===== config.mk =====
export PLATFORM = sky130hd
export DESIGN_NAME = quad_step_decoder
export DESIGN_NICKNAME = d
export VERILOG_FILES = /design/src/rtl/quad_step_decoder.sv
export SDC_FILE = /design/constraint.sdc
export NUM_CORES = 1
export LEC_CHECK = 0
export CORE_MARGIN = 2
export CORE_UTILIZATION = 40
export DETAILED_ROUTE_END_ITERATION = 6
export PLACE_DENSITY_LB_ADDON = 0.08
export SYNTH_ARGS = -nofsm -noshare
export SYNTH_HDL_FRONTEND = slang
export SYNTH_SLANG_ARGS = --single-unit

===== constraint.sdc =====
create_clock -name clk -period 1.5 [get_ports clk]
set_input_delay 0.15 -clock clk [delete_from_list [all_inputs] [get_ports clk]]
set_output_delay 0.15 -clock clk [all_outputs]
set_load 0.005 [all_outputs]

===== src/rtl/quad_step_decoder.sv =====
// Quadrature (A/B) decoder with per-channel synchronizer and glitch filter.
// Emits one registered step pulse per accepted edge (x4), err on illegal jumps.
module quad_step_decoder #(
  parameter int FILT_LEN = 4
) (
  input  logic       clk,
  input  logic       reset,
  input  logic       a_in,
  input  logic       b_in,
  input  logic       en,
  output logic       step,
  output logic       dir,
  output logic       err,
  output logic [3:0] err_cnt
);

  typedef enum logic {
    INIT  = 1'b0,
    TRACK = 1'b1
  } state_t;

  localparam logic [3:0] CNT_LAST = 4'(FILT_LEN - 1);

  state_t     state_r, state_nxt_s;
  logic       a_s1_r, a_s2_r, b_s1_r, b_s2_r;
  logic       a_filt_r, b_filt_r, a_filt_nxt_s, b_filt_nxt_s;
  logic [3:0] a_cnt_r, b_cnt_r, a_cnt_nxt_s, b_cnt_nxt_s;
  logic [1:0] prev_r, pair_s, diff_s;
  logic [1:0] prime_r;
  logic       step_r, err_r, dir_r;
  logic       step_nxt_s, err_nxt_s, dir_nxt_s;
  logic [3:0] err_cnt_r, err_cnt_nxt_s;
  logic       live_s;

  // Returns {filtered, counter} for the next cycle of one channel's filter.
  function automatic logic [4:0] filt_next(input logic s2, input logic filt,
                                           input logic [3:0] cnt);
    logic [4:0] res;
    if (s2 != filt) begin
      if (cnt == CNT_LAST) begin
        res = {~filt, 4'd0};
      end else begin
        res = {filt, cnt + 4'd1};
      end
    end else begin
      res = {filt, 4'd0};
    end
    return res;
  endfunction

  // Filter next-state for both channels.
  always_comb begin
    {a_filt_nxt_s, a_cnt_nxt_s} = filt_next(a_s2_r, a_filt_r, a_cnt_r);
    {b_filt_nxt_s, b_cnt_nxt_s} = filt_next(b_s2_r, b_filt_r, b_cnt_r);
  end

  assign pair_s = {a_filt_r, b_filt_r};
  assign diff_s = pair_s ^ prev_r;
  assign live_s = (state_r == TRACK) && en;

  // Edge decode: one bit changed is a step, both bits changed is an error.
  always_comb begin
    step_nxt_s    = 1'b0;
    err_nxt_s     = 1'b0;
    dir_nxt_s     = dir_r;
    err_cnt_nxt_s = err_cnt_r;
    if (live_s) begin
      step_nxt_s = (diff_s == 2'b01) || (diff_s == 2'b10);
      err_nxt_s  = (diff_s == 2'b11);
    end else begin
      step_nxt_s = 1'b0;
      err_nxt_s  = 1'b0;
    end
    // Up when the old A differs from the new B (00->01->11->10->00).
    if (step_nxt_s) begin
      dir_nxt_s = ~(prev_r[1] ^ pair_s[0]);
    end else begin
      dir_nxt_s = dir_r;
    end
    if (err_nxt_s && (err_cnt_r != 4'hF)) begin
      err_cnt_nxt_s = err_cnt_r + 4'd1;
    end else begin
      err_cnt_nxt_s = err_cnt_r;
    end
  end

  // INIT waits until the synchronizer holds real samples and both filters are at rest.
  always_comb begin
    state_nxt_s = state_r;
    case (state_r)
      INIT: begin
        if ((prime_r == 2'd2) && (a_cnt_r == 4'd0) && (b_cnt_r == 4'd0) &&
            (a_s2_r == a_filt_r) && (b_s2_r == b_filt_r)) begin
          state_nxt_s = TRACK;
        end else begin
          state_nxt_s = INIT;
        end
      end
      TRACK:   state_nxt_s = TRACK;
      default: state_nxt_s = INIT;
    endcase
  end

  // All state: synchronizers, filters, previous pair, FSM and outputs.
  always_ff @(posedge clk or posedge reset) begin
    if (reset) begin
      a_s1_r    <= 1'b0;
      a_s2_r    <= 1'b0;
      b_s1_r    <= 1'b0;
      b_s2_r    <= 1'b0;
      a_filt_r  <= 1'b0;
      b_filt_r  <= 1'b0;
      a_cnt_r   <= 4'd0;
      b_cnt_r   <= 4'd0;
      prev_r    <= 2'b00;
      prime_r   <= 2'd0;
      state_r   <= INIT;
      step_r    <= 1'b0;
      err_r     <= 1'b0;
      dir_r     <= 1'b0;
      err_cnt_r <= 4'd0;
    end else begin
      a_s1_r    <= a_in;
      a_s2_r    <= a_s1_r;
      b_s1_r    <= b_in;
      b_s2_r    <= b_s1_r;
      a_filt_r  <= a_filt_nxt_s;
      b_filt_r  <= b_filt_nxt_s;
      a_cnt_r   <= a_cnt_nxt_s;
      b_cnt_r   <= b_cnt_nxt_s;
      prev_r    <= pair_s;
      if (prime_r != 2'd2) begin
        prime_r <= prime_r + 2'd1;
      end else begin
        prime_r <= prime_r;
      end
      state_r   <= state_nxt_s;
      step_r    <= step_nxt_s;
      err_r     <= err_nxt_s;
      dir_r     <= dir_nxt_s;
      err_cnt_r <= err_cnt_nxt_s;
    end
  end

  assign step    = step_r;
  assign err     = err_r;
  assign dir     = dir_r;
  assign err_cnt = err_cnt_r;

endmodule


# [Yosys cells after proc, flatten, opt, wreduce, memory -nomap -nowiden]
# Index checks and enable logic that the tools add are counted.
[totals] regBits=26 output_inout_bits=7 word_cells=56
[classes] add_sub_neg=4 eq_ne=12 muxes=8 bitwise=6 n_reduce_logical=11
[ops] op="4-bit 2-to-1 mux" count=4
[ops] op="4-bit by 1-bit adder with 4-bit output (second input constant)" count=3
[ops] op="4-bit by 2-bit == test with 1-bit output (second input constant)" count=2
[ops] op="4-bit zero test" count=2
[ops] op="2-bit == test (second input constant)" count=3
[ops] op="1-bit logical AND" count=6
[ops] op="4-bit != test (second input constant)" count=1
[ops] op="1-bit inverter" count=4
[ops] op="2-bit AND reduction" count=2
[ops] op="1-bit 2-to-1 mux" count=3
[ops] op="2-bit by 1-bit adder with 2-bit output (second input constant)" count=1
[ops] op="1-bit == test" count=2
[ops] op="2-bit by 1-bit == test with 1-bit output (second input constant)" count=1
[ops] op="1-bit != test" count=2
[ops] op="2-bit != test (second input constant)" count=1
[ops] op="1-bit case mux with 2 select lines" count=1
[ops] op="2-bit XOR" count=1
[ops] op="1-bit logical OR" count=1
[ops] op="1-bit XOR" count=1

# [Logic depth before layout (Yosys ltp)]
# Gate-level depths: netlist (run 1).
[logic_depth] depth_word=7 mapped_depth=6 mapped_depth_nobuf=5

# [Worst setup path after synthesis (run 1)]
# OpenSTA, ideal clock, no wires.
[synth_timing] kind="flip-flop to flip-flop" startpoint="reg b_filt_r" endpoint="reg err_cnt_r[3], in the netlist err_cnt[3]" setup_time_ns=0.125 arrival_ns=1.398 required_ns=1.375 slack_ns=-0.023 path_stages_with_launch=7 n_path_buf=1 synth_period_minus_slack_ns=1.523 cell_sequence="dfrtp_1 -> xor2_1 -> ha_1 -> and3_1 -> buf_6 -> nand4_2 -> mux2_4"
[synth_via] elab_chain_cells=4
[synth_lines] element="from (decl)" line_no="26" text="logic a_filt_r, b_filt_r, a_filt_nxt_s, b_filt_nxt_s;"
[synth_lines] element="from (signal assigned)" line_no="128" text="b_filt_r <= b_filt_nxt_s;"
[synth_lines] element="2-bit XOR" line_no="58" text="assign diff_s = pair_s ^ prev_r;"
[synth_lines] element="2-bit == test" line_no="69" text="err_nxt_s = (diff_s == 2'b11);"
[synth_lines] element="1-bit 2-to-1 mux" line_no="67" text="if (live_s) begin"
[synth_lines] element="named net err_nxt_s" line_no="31" text="logic step_nxt_s, err_nxt_s, dir_nxt_s;"
[synth_lines] element="1-bit logical AND" line_no="80" text="if (err_nxt_s && (err_cnt_r != 4'hF)) begin"
[synth_lines] element="to (signal assigned)" line_no="141" text="err_cnt_r <= err_cnt_nxt_s;"
[synth_lines] element="to (decl)" line_no="32" text="logic [3:0] err_cnt_r, err_cnt_nxt_s;"
# The timed path passes the listed nets, and every way through them passes these cells.
# A chain may end at the register's enable or synchronous reset.

# [Worst setup path in the final report (run 1)]
[layout_timing] startpoint="reg a_filt_r" endpoint="reg err_cnt_r[3], in the netlist err_cnt[3]"
[layout_via] elab_chain_cells=4
[layout_lines] element="from (decl)" line_no="26"
[layout_lines] element="from (signal assigned)" line_no="127" text="a_filt_r <= a_filt_nxt_s;"
[layout_lines] element="2-bit XOR" line_no="58"
[layout_lines] element="2-bit == test" line_no="69"
[layout_lines] element="1-bit 2-to-1 mux" line_no="67"
[layout_lines] element="1-bit logical AND" line_no="80"
# No other way between the ends.

==> results.cfg, run 1 <==
[clock_tree]
htree_levels = 1
clockBufferDepth = 2
cts.sinks = 26
root_buffer = clkbuf_4
cts_tree = yes
cts_made_buffers = 3
clock_latency_ns = 0.31
path_clk_slew_ns = 0.13

[synthesis]
syn_inst = 86
ys_types = 24
ys_warn_count = 0
synth_ff_type = dfrtp_1
async_flop_share = 1.00
yosysSeqAreaShare = 0.590
synth_area_per_cell_um2 = 12.8
synth-edff-count = 0
synth_area_mm2 = 0.00110
ys_seq_elements = 26
synthesis.nets = 98

[sta]
hold_viol = 0
worst_hold_slack_ns = 0.171
relSlewSlack = 0.692
layout_setup_ws_ns = 0.0419
period_needed_ns = 1.46
rsz0062_at_grt = true
period_share = 0.972
worst_pin_slew_ns = 0.458
slew_violations = 0
finalClockSkew_ns = 0.00490
setup_viol = 0
timing.fmax_ghz = 0.686

[grt]
grt_max_degree = 27
grt-ovfl-total = 0
grt_use_met3 = 0.0230
grt_pass1_wl_um = 2660
grt_use_met2 = 0.151
antenna_found_initial = 0
grt_use_total = 0.109
busiest_layer = met1
use_met1 = 0.156
grt_pass1_vias = 594

[layout]
nNetsFinal = 117
final_common_cell = dfrtp_1
layout_common_cells = dfrtp_1 (26), clkdlybuf4s50_1 (11), inv_1 (7), ha_1 (7), xnor2_1 (5)
drive_gt1_frac = 0.146
fillCellCount = 245
fin_util = 0.485
area_growth_pct = 18.0
antenna-diode-count = 0

[setup_path]
crit_path_start_kind = flop
cp-end-kind = flop
crit_required_ns = 1.71
crit_fanout = 5
setup.worst_path.class = reg2reg
cp.arrival_ns = 1.66

[route]
drtIter0Drc = 1
drtAntennaViolNets = 0
first_pass_iters = 2
wl_um = 1470
drc = 0
drt-wirelength-per-cell_um = 11.0
vias = 625
drt-vias-per-instance = 4.66

[floorplan]
rows = 19
die_w_um = 56.5
pin_count = 12
initial_core_util = 0.411
die_area_mm2 = 0.00320
die_y_um = 56.5
core_mm2 = 0.00269

[status]
status = completed

[flow_run]
maxCapViolCount = 0

[placed_design]
hpwl_um = 1090
gp_congestion = 0.655
pre_cts_slack_ns = -0.00351
portBuffers = 11

[worst_hold_path]
worstHoldPathType = in2async

[pwr]
powerDensity_mw_per_mm2 = 1680
peakVddDrop_v = 0.000958
p_leak_nw = 0.604
stage by stage:
stage                     power (W)  instance area [µm²]  TNS (ns)  cells
after floorplan             0.00160                 1110  -0.00725     86
after global placement      0.00189                 1270         0    130
after detailed placement    0.00191                 1270  -0.00351    130
after CTS                   0.00221                 1290         0    133
after global routing        0.00239                 1300   -0.0281    134
final                       0.00219                 1300         0    134
Yosys cell counts, types with 2 or more instances:
cell | number | area share
nor2b_1 | 2 | 0.011
xnor2_1 | 5 | 0.040
xor2_1 | 4 | 0.032
and3_1 | 3 | 0.017
ha_1 | 7 | 0.079
inv_1 | 7 | 0.024
mux2_2 | 3 | 0.031
nand3_1 | 3 | 0.014
nand2_1 | 2 | 0.0068
nand3b_1 | 2 | 0.014
a21oi_1 | 4 | 0.018
nand2b_1 | 3 | 0.017
dfrtp_1 | 26 | 0.59
nor3b_1 | 2 | 0.014
nor2_1 | 4 | 0.014
logic make-up after synthesis:
kind of cell    count (synthesis)  synth area share
flops                          26             0.590
simple gates                   24             0.128
xor+xnor                        9            0.0714
buf+inv                         8            0.0340
fa+ha+maj                       7            0.0794
compound gates                  6            0.0340
mux                             6            0.0635
sequential cells by signal, summed over array words and instances, names as in the netlist, 2 cells and up:
signal / flops
err_cnt: 4
a_cnt_r: 4
prime_r: 2
prev_r: 2
b_cnt_r: 4
per-layer routing:
| metal | vias to the layer above | part of all wire | routed length [µm] |
|---|---|---|---|
| li1 | 323 | - | - |
| met1 | 291 | 0.52 | 767 |
| met2 | 9 | 0.43 | 638 |
| met3 | 2 | 0.036 | 53 |
| met4 | 0 | 0.0082 | 12 |
| met5 | - | 0 | 0 |
where the power goes:
group / internal [W] / leakage [nW] / switching (W) / total (W)
Sequential: 0.000902 / 0.322 / 0.000153 / 0.00105
Clock: 0.0000938 / 0.0138 / 0.000186 / 0.000280
Combinational: 0.000521 / 0.268 / 0.000331 / 0.000852
Total: 0.00152 / 0.604 / 0.000671 / 0.00219
final cells by class:
type	count	area, µm²	area share
Clock buffer	3	22.5	0.0173
Inverter	7	26.3	0.0202
Multi-Input combinational cell	52	424	0.326
Sequential cell	26	651	0.500
Tap cell	31	38.8	0.0298
Timing Repair Buffer	15	140	0.108
repair_timing:
action                                 in CTS  in global routing
gates resized for setup                     1                  1
endpoints found under the hold margin       0                  0
hold buffers                                0                  0
setup endpoints to repair                   1                  3
buffers inserted                            0                  1
critical path, stage by stage, from the launching register on:
cell and delay [ns]:
dfrtp_1 0.41, xor2_1 0.16, ha_1 0.16, and3_4 0.20
nand4_2 0.12, mux2_4 0.31
worst paths after layout:
check | startpoint | slack [ns] | cells past startpoint | to
min reg2reg | b_s1_r$_DFF_PP0_ | 0.36 | 0 | b_s2_r$_DFF_PP0_
max reg2reg | a_filt_r$_DFFE_PP0P_ | 0.04 | 5 | err_cnt[3]$_DFFE_PP0P_
min in group clk | a_in | 0.26 | 1 | a_s1_r$_DFF_PP0_
max in group asynchronous | reset | 1.08 | 3 | dir$_DFFE_PP0P_
max | a_filt_r$_DFFE_PP0P_ | 0.04 | 5 | err_cnt[3]$_DFFE_PP0P_
min | reset | 0.17 | 3 | b_cnt_r[0]$_DFF_PP0_
Power figures use the tool's default switching activity.
==> run 2, diff against run 1 <==
--- a/config.mk
+++ b/config.mk
@@ -9,6 +9,7 @@
 export CORE_UTILIZATION = 40
 export DETAILED_ROUTE_END_ITERATION = 6
 export PLACE_DENSITY_LB_ADDON = 0.08
+export SLEW_MARGIN = 30
 export SYNTH_ARGS = -nofsm -noshare
 export SYNTH_HDL_FRONTEND = slang
 export SYNTH_SLANG_ARGS = --single-unit
==> results of run 2 <==
No change in the layout: final DEF, timing and power equal those of run 1.
